===== config.mk =====
export PLATFORM = sky130hd
export DESIGN_NAME = strand_sequencer_flat
export DESIGN_NICKNAME = d
export VERILOG_FILES = /design/src/rtl/strand_sequencer_if.sv /design/src/rtl/strand_sequencer.sv /design/src/flat_wrapper.sv
export SDC_FILE = /design/constraint.sdc
export NUM_CORES = 1
export LEC_CHECK = 0
export ABC_CLOCK_PERIOD_IN_PS = 4900
export BUFFER_PORTS_ARGS = -buffer_cell sky130_fd_sc_hd__buf_2
export CAP_MARGIN = 10
export CORE_ASPECT_RATIO = 1.1
export CORE_MARGIN = 3
export CORE_UTILIZATION = 50
export DETAILED_ROUTE_END_ITERATION = 12
export GPL_TIMING_DRIVEN = 0
export PLACE_DENSITY = 0.69
export SKIP_LAST_GASP = 1
export SLEW_MARGIN = 20
export SYNTH_ARGS = -nofsm -noshare
export SYNTH_HDL_FRONTEND = slang
export SYNTH_SLANG_ARGS = --single-unit

===== constraint.sdc =====
create_clock -name clk -period 4.9 [get_ports clk]
set_input_delay 0 -clock clk [delete_from_list [all_inputs] [get_ports clk]]
set_output_delay 0 -clock clk [all_outputs]
set_load 0.1 [all_outputs]

===== src/rtl/strand_sequencer_if.sv =====
// strand_sequencer_if -- bundle between the strand sequencer and its host.
//
// Carries the frame request, the per-strand config write port, the pixel
// descriptor stream to the address generator, and status/debug signals.
//
// Descriptor handshake: the sequencer (master) raises out_valid together with
// a descriptor; a beat transfers on a rising edge where out_valid and
// out_ready are both 1. While out_valid=1 and out_ready=0 the descriptor
// fields hold unchanged. out_valid never depends combinationally on out_ready.
//
// Modports:
//   master -- the sequencer: drives descriptor/status, receives control/config
//   slave  -- the host/consumer side
interface strand_sequencer_if #(
  parameter int STRAND_BITS = 3,
  parameter int IDX_WIDTH   = 11
);
  logic                   frame_start;
  logic                   cfg_we;
  logic [1:0]             cfg_sel;
  logic [STRAND_BITS-1:0] cfg_strand;
  logic [IDX_WIDTH-1:0]   cfg_data;

  logic                   out_valid;
  logic                   out_ready;
  logic [STRAND_BITS-1:0] out_strand;
  logic [IDX_WIDTH-1:0]   out_idx;
  logic [IDX_WIDTH-1:0]   out_offset;
  logic [IDX_WIDTH-1:0]   out_length;
  logic                   out_last;

  logic                   busy;
  logic                   frame_done;
  logic                   frame_overrun;
  logic [1:0]             dbg_state;  // FSM state: 0 IDLE, 1 LOAD, 2 RUN, 3 DONE

  modport master (
    input  frame_start, cfg_we, cfg_sel, cfg_strand, cfg_data, out_ready,
    output out_valid, out_strand, out_idx, out_offset, out_length, out_last,
           busy, frame_done, frame_overrun, dbg_state
  );

  modport slave (
    output frame_start, cfg_we, cfg_sel, cfg_strand, cfg_data, out_ready,
    input  out_valid, out_strand, out_idx, out_offset, out_length, out_last,
           busy, frame_done, frame_overrun, dbg_state
  );
endinterface


===== src/rtl/strand_sequencer.sv =====
// strand_sequencer -- walks every LED strand once per frame and emits one
// pixel descriptor (strand, index, offset, length, last) per pixel.
//
// Ports:
//   clk    -- single clock, rising edge
//   rst_n  -- synchronous active-low reset
//   bus    -- strand_sequencer_if.master: frame_start, config write port
//             (cfg_we/cfg_sel/cfg_strand/cfg_data), descriptor stream
//             (out_valid/out_ready/out_*), busy, frame_done, frame_overrun,
//             dbg_state
//
// Per-strand length/offset/step registers are written at any time. Length and
// offset are latched when a strand is loaded, so writes during a frame only
// affect strands not yet loaded. At frame end every non-empty strand's offset
// scrolls by its step, wrapping modulo its length.
module strand_sequencer #(
  parameter int NUM_STRANDS = 8,
  parameter int STRAND_BITS = 3,
  parameter int IDX_WIDTH   = 11
) (
  input logic                clk,
  input logic                rst_n,
  strand_sequencer_if.master bus
);

  typedef enum logic [1:0] {
    S_IDLE = 2'd0,
    S_LOAD = 2'd1,
    S_RUN  = 2'd2,
    S_DONE = 2'd3
  } state_t;

  localparam logic [STRAND_BITS-1:0] LAST_STRAND = STRAND_BITS'(NUM_STRANDS - 1);

  state_t                 state_q;
  logic [STRAND_BITS-1:0] strand_q;
  logic [IDX_WIDTH-1:0]   idx_q;
  logic [IDX_WIDTH-1:0]   off_lat_q;
  logic [IDX_WIDTH-1:0]   len_lat_q;
  logic                   valid_q;
  logic                   last_q;
  logic                   busy_q;
  logic                   done_q;
  logic                   ovr_q;

  logic [IDX_WIDTH-1:0]   len_q  [NUM_STRANDS];
  logic [IDX_WIDTH-1:0]   off_q  [NUM_STRANDS];
  logic [IDX_WIDTH-1:0]   step_q [NUM_STRANDS];

  logic [IDX_WIDTH:0]     sum_d  [NUM_STRANDS];
  logic [IDX_WIDTH-1:0]   off_scroll_d [NUM_STRANDS];
  logic                   cfg_hit;

  // Writes aimed past the last strand are dropped.
  assign cfg_hit = bus.cfg_we && (32'(bus.cfg_strand) < NUM_STRANDS);

  // Scrolled offset: one extra bit so offset+step cannot wrap before the
  // compare against length. Empty strands keep their offset.
  always_comb begin
    for (int i = 0; i < NUM_STRANDS; i++) begin
      sum_d[i] = {1'b0, off_q[i]} + {1'b0, step_q[i]};
      if (len_q[i] == '0) begin
        off_scroll_d[i] = off_q[i];
      end else if (sum_d[i] >= {1'b0, len_q[i]}) begin
        off_scroll_d[i] = IDX_WIDTH'(sum_d[i] - {1'b0, len_q[i]});
      end else begin
        off_scroll_d[i] = sum_d[i][IDX_WIDTH-1:0];
      end
    end
  end

  // Config registers. The config write comes after the scroll update so a
  // same-cycle offset write in DONE wins.
  always_ff @(posedge clk) begin
    if (!rst_n) begin
      for (int i = 0; i < NUM_STRANDS; i++) begin
        len_q[i]  <= '0;
        off_q[i]  <= '0;
        step_q[i] <= '0;
      end
    end else begin
      if (state_q == S_DONE) begin
        for (int i = 0; i < NUM_STRANDS; i++) begin
          off_q[i] <= off_scroll_d[i];
        end
      end
      if (cfg_hit) begin
        case (bus.cfg_sel)
          2'd0:    len_q[bus.cfg_strand]  <= bus.cfg_data;
          2'd1:    off_q[bus.cfg_strand]  <= bus.cfg_data;
          2'd2:    step_q[bus.cfg_strand] <= bus.cfg_data;
          default: ;
        endcase
      end
    end
  end

  // Frame FSM with registered outputs.
  always_ff @(posedge clk) begin
    if (!rst_n) begin
      state_q   <= S_IDLE;
      strand_q  <= '0;
      idx_q     <= '0;
      off_lat_q <= '0;
      len_lat_q <= '0;
      valid_q   <= 1'b0;
      last_q    <= 1'b0;
      busy_q    <= 1'b0;
      done_q    <= 1'b0;
      ovr_q     <= 1'b0;
    end else begin
      done_q <= 1'b0;
      // A start request outside IDLE (including DONE) is dropped and flagged.
      ovr_q  <= bus.frame_start && (state_q != S_IDLE);
      case (state_q)
        S_IDLE: begin
          if (bus.frame_start) begin
            state_q  <= S_LOAD;
            strand_q <= '0;
            busy_q   <= 1'b1;
          end
        end
        S_LOAD: begin
          len_lat_q <= len_q[strand_q];
          off_lat_q <= off_q[strand_q];
          idx_q     <= '0;
          last_q    <= (len_q[strand_q] == IDX_WIDTH'(1));
          if (len_q[strand_q] == '0) begin
            if (strand_q == LAST_STRAND) begin
              state_q <= S_DONE;
              done_q  <= 1'b1;
            end else begin
              strand_q <= strand_q + 1'b1;
            end
          end else begin
            state_q <= S_RUN;
            valid_q <= 1'b1;
          end
        end
        S_RUN: begin
          // valid_q is 1 for the whole of RUN, so out_ready alone accepts.
          if (bus.out_ready) begin
            if (last_q) begin
              valid_q <= 1'b0;
              if (strand_q == LAST_STRAND) begin
                state_q <= S_DONE;
                done_q  <= 1'b1;
              end else begin
                strand_q <= strand_q + 1'b1;
                state_q  <= S_LOAD;
              end
            end else begin
              idx_q  <= idx_q + 1'b1;
              // Next index is idx+1; it is last when idx+1 == length-1.
              last_q <= ((idx_q + IDX_WIDTH'(2)) == len_lat_q);
            end
          end
        end
        S_DONE: begin
          state_q <= S_IDLE;
          busy_q  <= 1'b0;
        end
        default: state_q <= S_IDLE;
      endcase
    end
  end

  assign bus.out_valid     = valid_q;
  assign bus.out_strand    = strand_q;
  assign bus.out_idx       = idx_q;
  assign bus.out_offset    = off_lat_q;
  assign bus.out_length    = len_lat_q;
  assign bus.out_last      = last_q;
  assign bus.busy          = busy_q;
  assign bus.frame_done    = done_q;
  assign bus.frame_overrun = ovr_q;
  assign bus.dbg_state     = state_q;

endmodule

===== src/flat_wrapper.sv =====
// flat-port wrapper written by rule: the top's interface ports become plain ports
module strand_sequencer_flat 
#(
  parameter int NUM_STRANDS = 8,
  parameter int STRAND_BITS = 3,
  parameter int IDX_WIDTH   = 11
)
  (clk, rst_n, bus_frame_start, bus_cfg_we, bus_cfg_sel, bus_cfg_strand, bus_cfg_data, bus_out_ready, bus_out_valid, bus_out_strand, bus_out_idx, bus_out_offset, bus_out_length, bus_out_last, bus_busy, bus_frame_done, bus_frame_overrun, bus_dbg_state);
  strand_sequencer_if #(.STRAND_BITS(STRAND_BITS), .IDX_WIDTH(IDX_WIDTH)) bus_i ();
  input logic clk;
  input logic rst_n;
  input wire logic [$bits(bus_i.frame_start)-1:0] bus_frame_start;
  input wire logic [$bits(bus_i.cfg_we)-1:0] bus_cfg_we;
  input wire logic [$bits(bus_i.cfg_sel)-1:0] bus_cfg_sel;
  input wire logic [$bits(bus_i.cfg_strand)-1:0] bus_cfg_strand;
  input wire logic [$bits(bus_i.cfg_data)-1:0] bus_cfg_data;
  input wire logic [$bits(bus_i.out_ready)-1:0] bus_out_ready;
  output wire logic [$bits(bus_i.out_valid)-1:0] bus_out_valid;
  output wire logic [$bits(bus_i.out_strand)-1:0] bus_out_strand;
  output wire logic [$bits(bus_i.out_idx)-1:0] bus_out_idx;
  output wire logic [$bits(bus_i.out_offset)-1:0] bus_out_offset;
  output wire logic [$bits(bus_i.out_length)-1:0] bus_out_length;
  output wire logic [$bits(bus_i.out_last)-1:0] bus_out_last;
  output wire logic [$bits(bus_i.busy)-1:0] bus_busy;
  output wire logic [$bits(bus_i.frame_done)-1:0] bus_frame_done;
  output wire logic [$bits(bus_i.frame_overrun)-1:0] bus_frame_overrun;
  output wire logic [$bits(bus_i.dbg_state)-1:0] bus_dbg_state;
  assign bus_i.frame_start = bus_frame_start;
  assign bus_i.cfg_we = bus_cfg_we;
  assign bus_i.cfg_sel = bus_cfg_sel;
  assign bus_i.cfg_strand = bus_cfg_strand;
  assign bus_i.cfg_data = bus_cfg_data;
  assign bus_i.out_ready = bus_out_ready;
  assign bus_out_valid = bus_i.out_valid;
  assign bus_out_strand = bus_i.out_strand;
  assign bus_out_idx = bus_i.out_idx;
  assign bus_out_offset = bus_i.out_offset;
  assign bus_out_length = bus_i.out_length;
  assign bus_out_last = bus_i.out_last;
  assign bus_busy = bus_i.busy;
  assign bus_frame_done = bus_i.frame_done;
  assign bus_frame_overrun = bus_i.frame_overrun;
  assign bus_dbg_state = bus_i.dbg_state;
  strand_sequencer #(.NUM_STRANDS(NUM_STRANDS), .STRAND_BITS(STRAND_BITS), .IDX_WIDTH(IDX_WIDTH)) u_core (.clk(clk), .rst_n(rst_n), .bus(bus_i));
endmodule

==> flow_summary.ini, run 1 <==
[run_status]
status = finished clean

[critical_path]
setup.worst_path.start_class = register
criticalPathCategory = reg -> reg
critPathSlowestCell = a2111oi_1
end_kind = register
cp_max_fo = 10
critical-path-top-delay-family = compound AO/OA/AOI/OAI gates
cp_num_buf_inv = 1
critPathMaxStageDelay_ps = 530
path_cells = ha_1 -> fa_1 -> a21o_1 -> a221o_1 -> o41ai_1 -> o21bai_1 -> a21oi_1 -> xnor2_1 -> ha_1 -> o21ai_0 -> a21oi_1 -> a2111oi_1 -> buf_2 -> mux2_2 -> o21ai_0
cp.required_ps = 5300
cp.arrival_ps = 5080

[layout]
diodes = 0
area.sequential_um2 = 8848
drive_gt1_share_pct = 9.125
area_growth_pct = 11.31
nNetsFinal = 2570
fillerInstances = 3775
multi_input_area_um2 = 12700
stdcell_area_um2 = 24930

[clocking]
max-clock-path-buffers = 3
clock_latency_ps = 560
numCtsBuffers = 37
ctsHtreeMaxLevel = 2
clkSinkCount = 310
cts_tree = done
clk_pin_slew_ps = 60
cts-root-buf = clkbuf_16

[yosys]
synthFlopType = edfxtp_1
synthSimpleGateAreaFrac_pct = 16.32
synth-seq-cells = 310
syn_inst = 2225
synth_fp_nets = 2445
avgSynthCellArea_um2 = 10.07
synth.largest_area_cell = edfxtp_1
synthMuxAreaShare_pct = 9.256
synth_top_family_by_area = simple AND/OR/NAND/NOR gates
synth_top_area_share_pct = 35.39
yosysSeqAreaShare_pct = 39.51
async_reset_ff_share_pct = 0
synth.distinct_cells = 70
synth_area_leaders = edfxtp_1, ha_1, and2_1
synth_compound_area_share_pct = 12.89
netlist_area_um2 = 22400
ys_warn_count = 0
synth_edf_count = 264
synthXorXnorAreaFrac_pct = 6.374
yosys.area_share.adder_pct = 11.65
yosys-top-cells-count = edfxtp_1, ha_1, and2_1
synth.most_common_cell = edfxtp_1

[run]
drv_cap = 0

[timing]
timing.final.ws_setup_ps = 219.8
maxSlewViolCount = 0
tightest_slew_ps = 1220
max_freq_mhz = 213.7
clock_skew_ps = 20.95
rsz0062_at_grt = true
setup_viol = 0
hold_viol = 0
fin_crit_sh_pct = 95.51
maxSlewHeadroom_pct = 18.66
min_period_ps = 4680

[grt]
grt_overflow_total = 0
grt_max_degree = 14
antenna_found_initial = 4
grt_pass1_vias = 17908
grt_pass1_wl_um = 109000
grtUsageTotal_pct = 30.47

[power]
combPwrFrac_pct = 51.7
p_sw_mw = 5.727
static-leakage-power_nw = 10.11
pwr-share-seq_pct = 27.1
p_total_mw = 13.53
power_frac_clock_pct = 21.2
ir_worst_vdd_mv = 0.3170
p_per_area_nw_per_um2 = 542.7
switching_share_pct = 42.33
internal_power_mw = 7.804

[hold_path]
hold_path.class = in -> reg

[placed_design]
portBuffers = 63
hpwl_um = 56880
place_ws_ps = -32.16
postPlaceCellArea_um2 = 23520
gp_congestion = 1.016

[routing]
ant_nets = 0
vias_per_cell = 6.210
wire_per_inst_um = 25.07
num_vias = 18333
post-route-drc-count = 0
first_pass_iters = 6
wirelength_um = 74020
drt_iter0_drc = 1861

[floorplan]
start_util_pct = 51.09
fp.dieArea_um2 = 47370
ios = 64
rows = 80
die_w_um = 207.8
core_um2 = 43840
die_h_um = 228.0
per-layer routing:
metal	up-vias	wire length (um)	GRT usage (%)
met5	-	11	0
met4	2	4909	17.26
met3	209	7093	5.125
met2	956	32980	48.59
met1	8818	29030	39.50
li1	8348	-	-
power groups by stage:
stage / Sequential (mW) / Clock (mW) / Combinational [mW]
after floorplan: 4.20 / 0 / 4.79
after global placement: 3.70 / 0 / 6.68
after detailed placement: 3.71 / 0 / 6.84
after CTS: 3.65 / 2.90 / 6.89
after global routing: 3.69 / 2.99 / 7.60
final: 3.67 / 2.87 / 6.99
per-stage QoR:
stage | setup TNS, ps | std cells | hold WS, ps | utilization [%]
finish | 0 | 2952 | 236.9 | 56.86
global route | -18.71 | 2952 | 240.7 | 56.86
CTS | 0 | 2951 | 153.6 | 56.75
detailed placement | -35.10 | 2871 | 271.9 | 53.64
global placement | 0 | 2862 | 252.9 | 53.44
floorplan | 0 | 2225 | 122.7 | -
final cells by class:
class / count / share of cell area (%)
Multi-Input combinational cell: 1688 / 50.96
Sequential cell: 310 / 35.49
Clock buffer: 45 / 3.955
Tap cell: 574 / 2.881
Timing Repair Buffer: 86 / 2.093
Inverter: 129 / 1.942
Buffer: 98 / 1.681
Clock inverter: 22 / 0.9987
state kept, by name, summed over array words and instances (netlist names), named ones only:
register / cells
u_core.bus.dbg_state: 2
u_core.bus.out_offset: 11
u_core.bus.out_valid: 1
u_core.bus.out_length: 11
u_core.bus.frame_done: 1
u_core.bus.out_idx: 11
u_core.step_q: 88
u_core.bus.out_last: 1
u_core.bus.out_strand: 3
u_core.bus.frame_overrun: 1
u_core.len_q: 88
u_core.off_q: 88
u_core.bus.busy: 1
final timing paths:
check,cells past startpoint,slack [ps],endpoint,startpoint
min,4,240,u_core.bus.frame_overrun,bus_frame_start
min reg2reg,1,490,u_core.bus.out_offset[6],u_core.bus.out_offset[6]
max reg2reg,15,220,u_core.off_q[7][1],u_core.off_q[7][0]
max,15,220,u_core.off_q[7][1],u_core.off_q[7][0]
placed cells by master (no fill, tap or decap), drive strengths merged, types with 92 or more instances in the layout:
master    n
edfxtp  264
ha      183
and2    179
nand2   178
nor2    144
o21ai   143
inv     131
clkbuf  124
xnor2   110
mux2i   104
a21oi    92
buf      92
cells by family (layout without fill, tap and decap cells):
logic type,count (synthesis),count (layout)
mux,158,158
fa+ha+maj,199,199
flops,310,310
compound gates,444,444
buf+inv,227,380
xor+xnor,163,163
simple gates,724,724
timing repair:
item / 4_1_cts / 5_1_grt
pin swaps: 0 / 0
endpoints found under the hold margin: 48 / 0
resized for setup: 1 / 6
setup buffers: 0 / 0
hold buffers: 13 / 0
setup endpoints to repair: 6 / 29
worst reg2reg max path: stages (launching register included):
cell,delay [ps]
edfxtp_1,400
ha_1,240
fa_1,410
a21o_1,210
a221o_1,340
o41ai_1,490
o21bai_1,130
a21oi_1,230
xnor2_1,170
ha_1,280
o21ai_0,110
a21oi_1,80
a2111oi_1,530
buf_2,400
mux2_2,380
o21ai_0,130
Note: power is estimated with default switching activity, not from simulation.
==> run 2, diff against run 1 <==
CELL_PAD_IN_SITES_DETAIL_PLACEMENT = 1   (was unset)
CELL_PAD_IN_SITES_GLOBAL_PLACEMENT = 1   (was unset)
CORE_MARGIN = unset   (was 3)
PLACE_DENSITY = 0.83   (was 0.69)
==> flow_summary.ini, run 2 (synthesis results as in run 1) <==
[power]
power_frac_clock_pct = 21.7
p_total_mw = 14.00
switching_share_pct = 43.17
static-leakage-power_nw = 10.15
pwr-share-seq_pct = 26.3
p_sw_mw = 6.046
ir_worst_vdd_mv = 0.3389
internal_power_mw = 7.958
p_per_area_nw_per_um2 = 560.1
combPwrFrac_pct = 52.0

[critical_path]
cp.required_ps = 5310
worstReg2RegEnd = u_core.off_q[7][1]
end_kind = register
setup.worst_path.start_class = register
r2r_slack_ps = 120
cp_max_fo = 10
ff2ff_path_depth = 15
criticalPathCategory = reg -> reg
cp.arrival_ps = 5190
r2r_start = u_core.off_q[7][0]

[hold_path]
hold_start = bus_cfg_data[5]
worstHoldEndpoint = u_core.step_q[7][5]
holdPathStages = 2
hold_path.class = in -> reg

[floorplan]
die_w_um = 203.8
fp.dieArea_um2 = 45650
die_h_um = 224.0
ios = 64
start_util_pct = 51.20
core_um2 = 43740
rows = 80

[layout]
area_growth_pct = 11.64
multi_input_area_um2 = 12720
final_cell_mix = edfxtp_1, ha_1, and2_1
top_regs = u_core.len_q x88, u_core.off_q x88, u_core.step_q x88
nNetsFinal = 2566
area.sequential_um2 = 8848
drive_gt1_share_pct = 9.347
final_common_cell = edfxtp_1
fillerInstances = 4812

[routing]
post-route-drc-count = 0
first_pass_iters = 5
routed-wl-met3_um = 7368
wl_met2_um = 37920
vias_per_cell = 6.398
num_vias = 18888
wirelength_um = 82870
ant_nets = 0
top_layer = met5
wl_met1_um = 32090
drt_iter0_drc = 1951
wire_per_inst_um = 28.07

[timing]
fin_crit_sh_pct = 97.46
clock_skew_ps = 17.33
timing.final.ws_setup_ps = 124.3
rsz0062_at_grt = false
setup_viol = 0
tightest_slew_ps = 1215
maxSlewHeadroom_pct = 19.03
hold_viol = 0
min_period_ps = 4776
maxSlewViolCount = 0
max_freq_mhz = 209.4

[grt]
grt_pass1_vias = 19757
grt_pass1_wl_um = 122300
antenna_found_initial = 6
grt_max_degree = 13
grt_overflow_total = 0
grtUsageTotal_pct = 36.53

[run_status]
status = finished clean

[placed_design]
gp_congestion = 0.9784
place_ws_ps = -134.4
hpwl_um = 63190
portBuffers = 63

[clocking]
cts-root-buf = clkbuf_16
clk_pin_slew_ps = 70
cts_tree = done
clkSinkCount = 310
numCtsBuffers = 38
max-clock-path-buffers = 3
ctsHtreeMaxLevel = 2
clock_latency_ps = 570

[run]
drv_cap = 0
[run 2: how the worst max path moves through the flow]
stage / from / slack [ps] / depth (start not counted) / endpoint
global placement: u_core.off_q[5][0] / 60 / 14 / u_core.off_q[5][10]
detailed placement: u_core.off_q[4][1] / -130 / 16 / u_core.off_q[4][4]
floorplan: u_core.off_q[7][0] / 820 / 15 / u_core.off_q[7][1]
finish: u_core.off_q[7][0] / 120 / 15 / u_core.off_q[7][1]
global route: u_core.off_q[5][0] / 20 / 16 / u_core.off_q[5][8]
CTS: u_core.off_q[4][1] / -8 / 16 / u_core.off_q[4][4]
[run 2: worst max-delay path: stages, from the launching register on]
cell and delay, ps:
edfxtp_1 430, ha_1 260, fa_1 420, a21o_1 230, a221o_1 360, o41ai_2 350, o21bai_1 140, a21oi_1 340
xnor2_1 200, ha_1 300, o21ai_0 90, a21oi_1 70, a2111oi_1 590, buf_4 340, mux2_2 350, o21ai_0 150
[run 2: final cells by class]
cell class / instances / area share (%)
Multi-Input combinational cell: 1688 / 50.89
Sequential cell: 310 / 35.39
Clock buffer: 57 / 4.574
Tap cell: 574 / 2.872
Timing Repair Buffer: 81 / 1.952
Inverter: 129 / 1.937
Buffer: 98 / 1.681
Clock inverter: 12 / 0.6805
Antenna cell: 3 / 0.03002
[run 2: metrics by stage]
step           util (%)  area (um2)  hold WS, ps  setup TNS (ps)  cells
6_report          57.16       25000        54.94               0   2952
5_1_grt           57.15       25000        60.07               0   2950
4_1_cts           57.07       24970        4.697          -8.216   2949
3_5_place_dp      53.76       23520        267.7           -1270   2868
3_3_place_gp      53.57       23430        250.8               0   2862
2_1_floorplan         -       22400        122.7               0   2225
[run 2: what timing repair did]
item | 4_1_cts | 5_1_grt
buffers inserted | 0 | 0
setup endpoints to repair | 28 | 28
hold buffers | 12 | 0
hold endpoints to repair | 35 | 0
resized for setup | 5 | 4
pin swaps | 0 | 0
[run 2: routing by layer]
metal | GRT usage, % | vias to the layer above
met5 | 0 | -
met4 | 21.73 | 2
met3 | 6.517 | 214
met2 | 59.46 | 924
met1 | 45.21 | 9410
li1 | - | 8338
[run 2: power by group through the flow]
stage | sequential, mW | clock [mW] | combinational (mW)
after floorplan | 4.20 | 0 | 4.79
final | 3.69 | 3.04 | 7.28
after CTS | 3.66 | 3.04 | 7.17
after global routing | 3.70 | 3.11 | 7.81
after global placement | 3.70 | 0 | 6.75
after detailed placement | 3.72 | 0 | 7.05
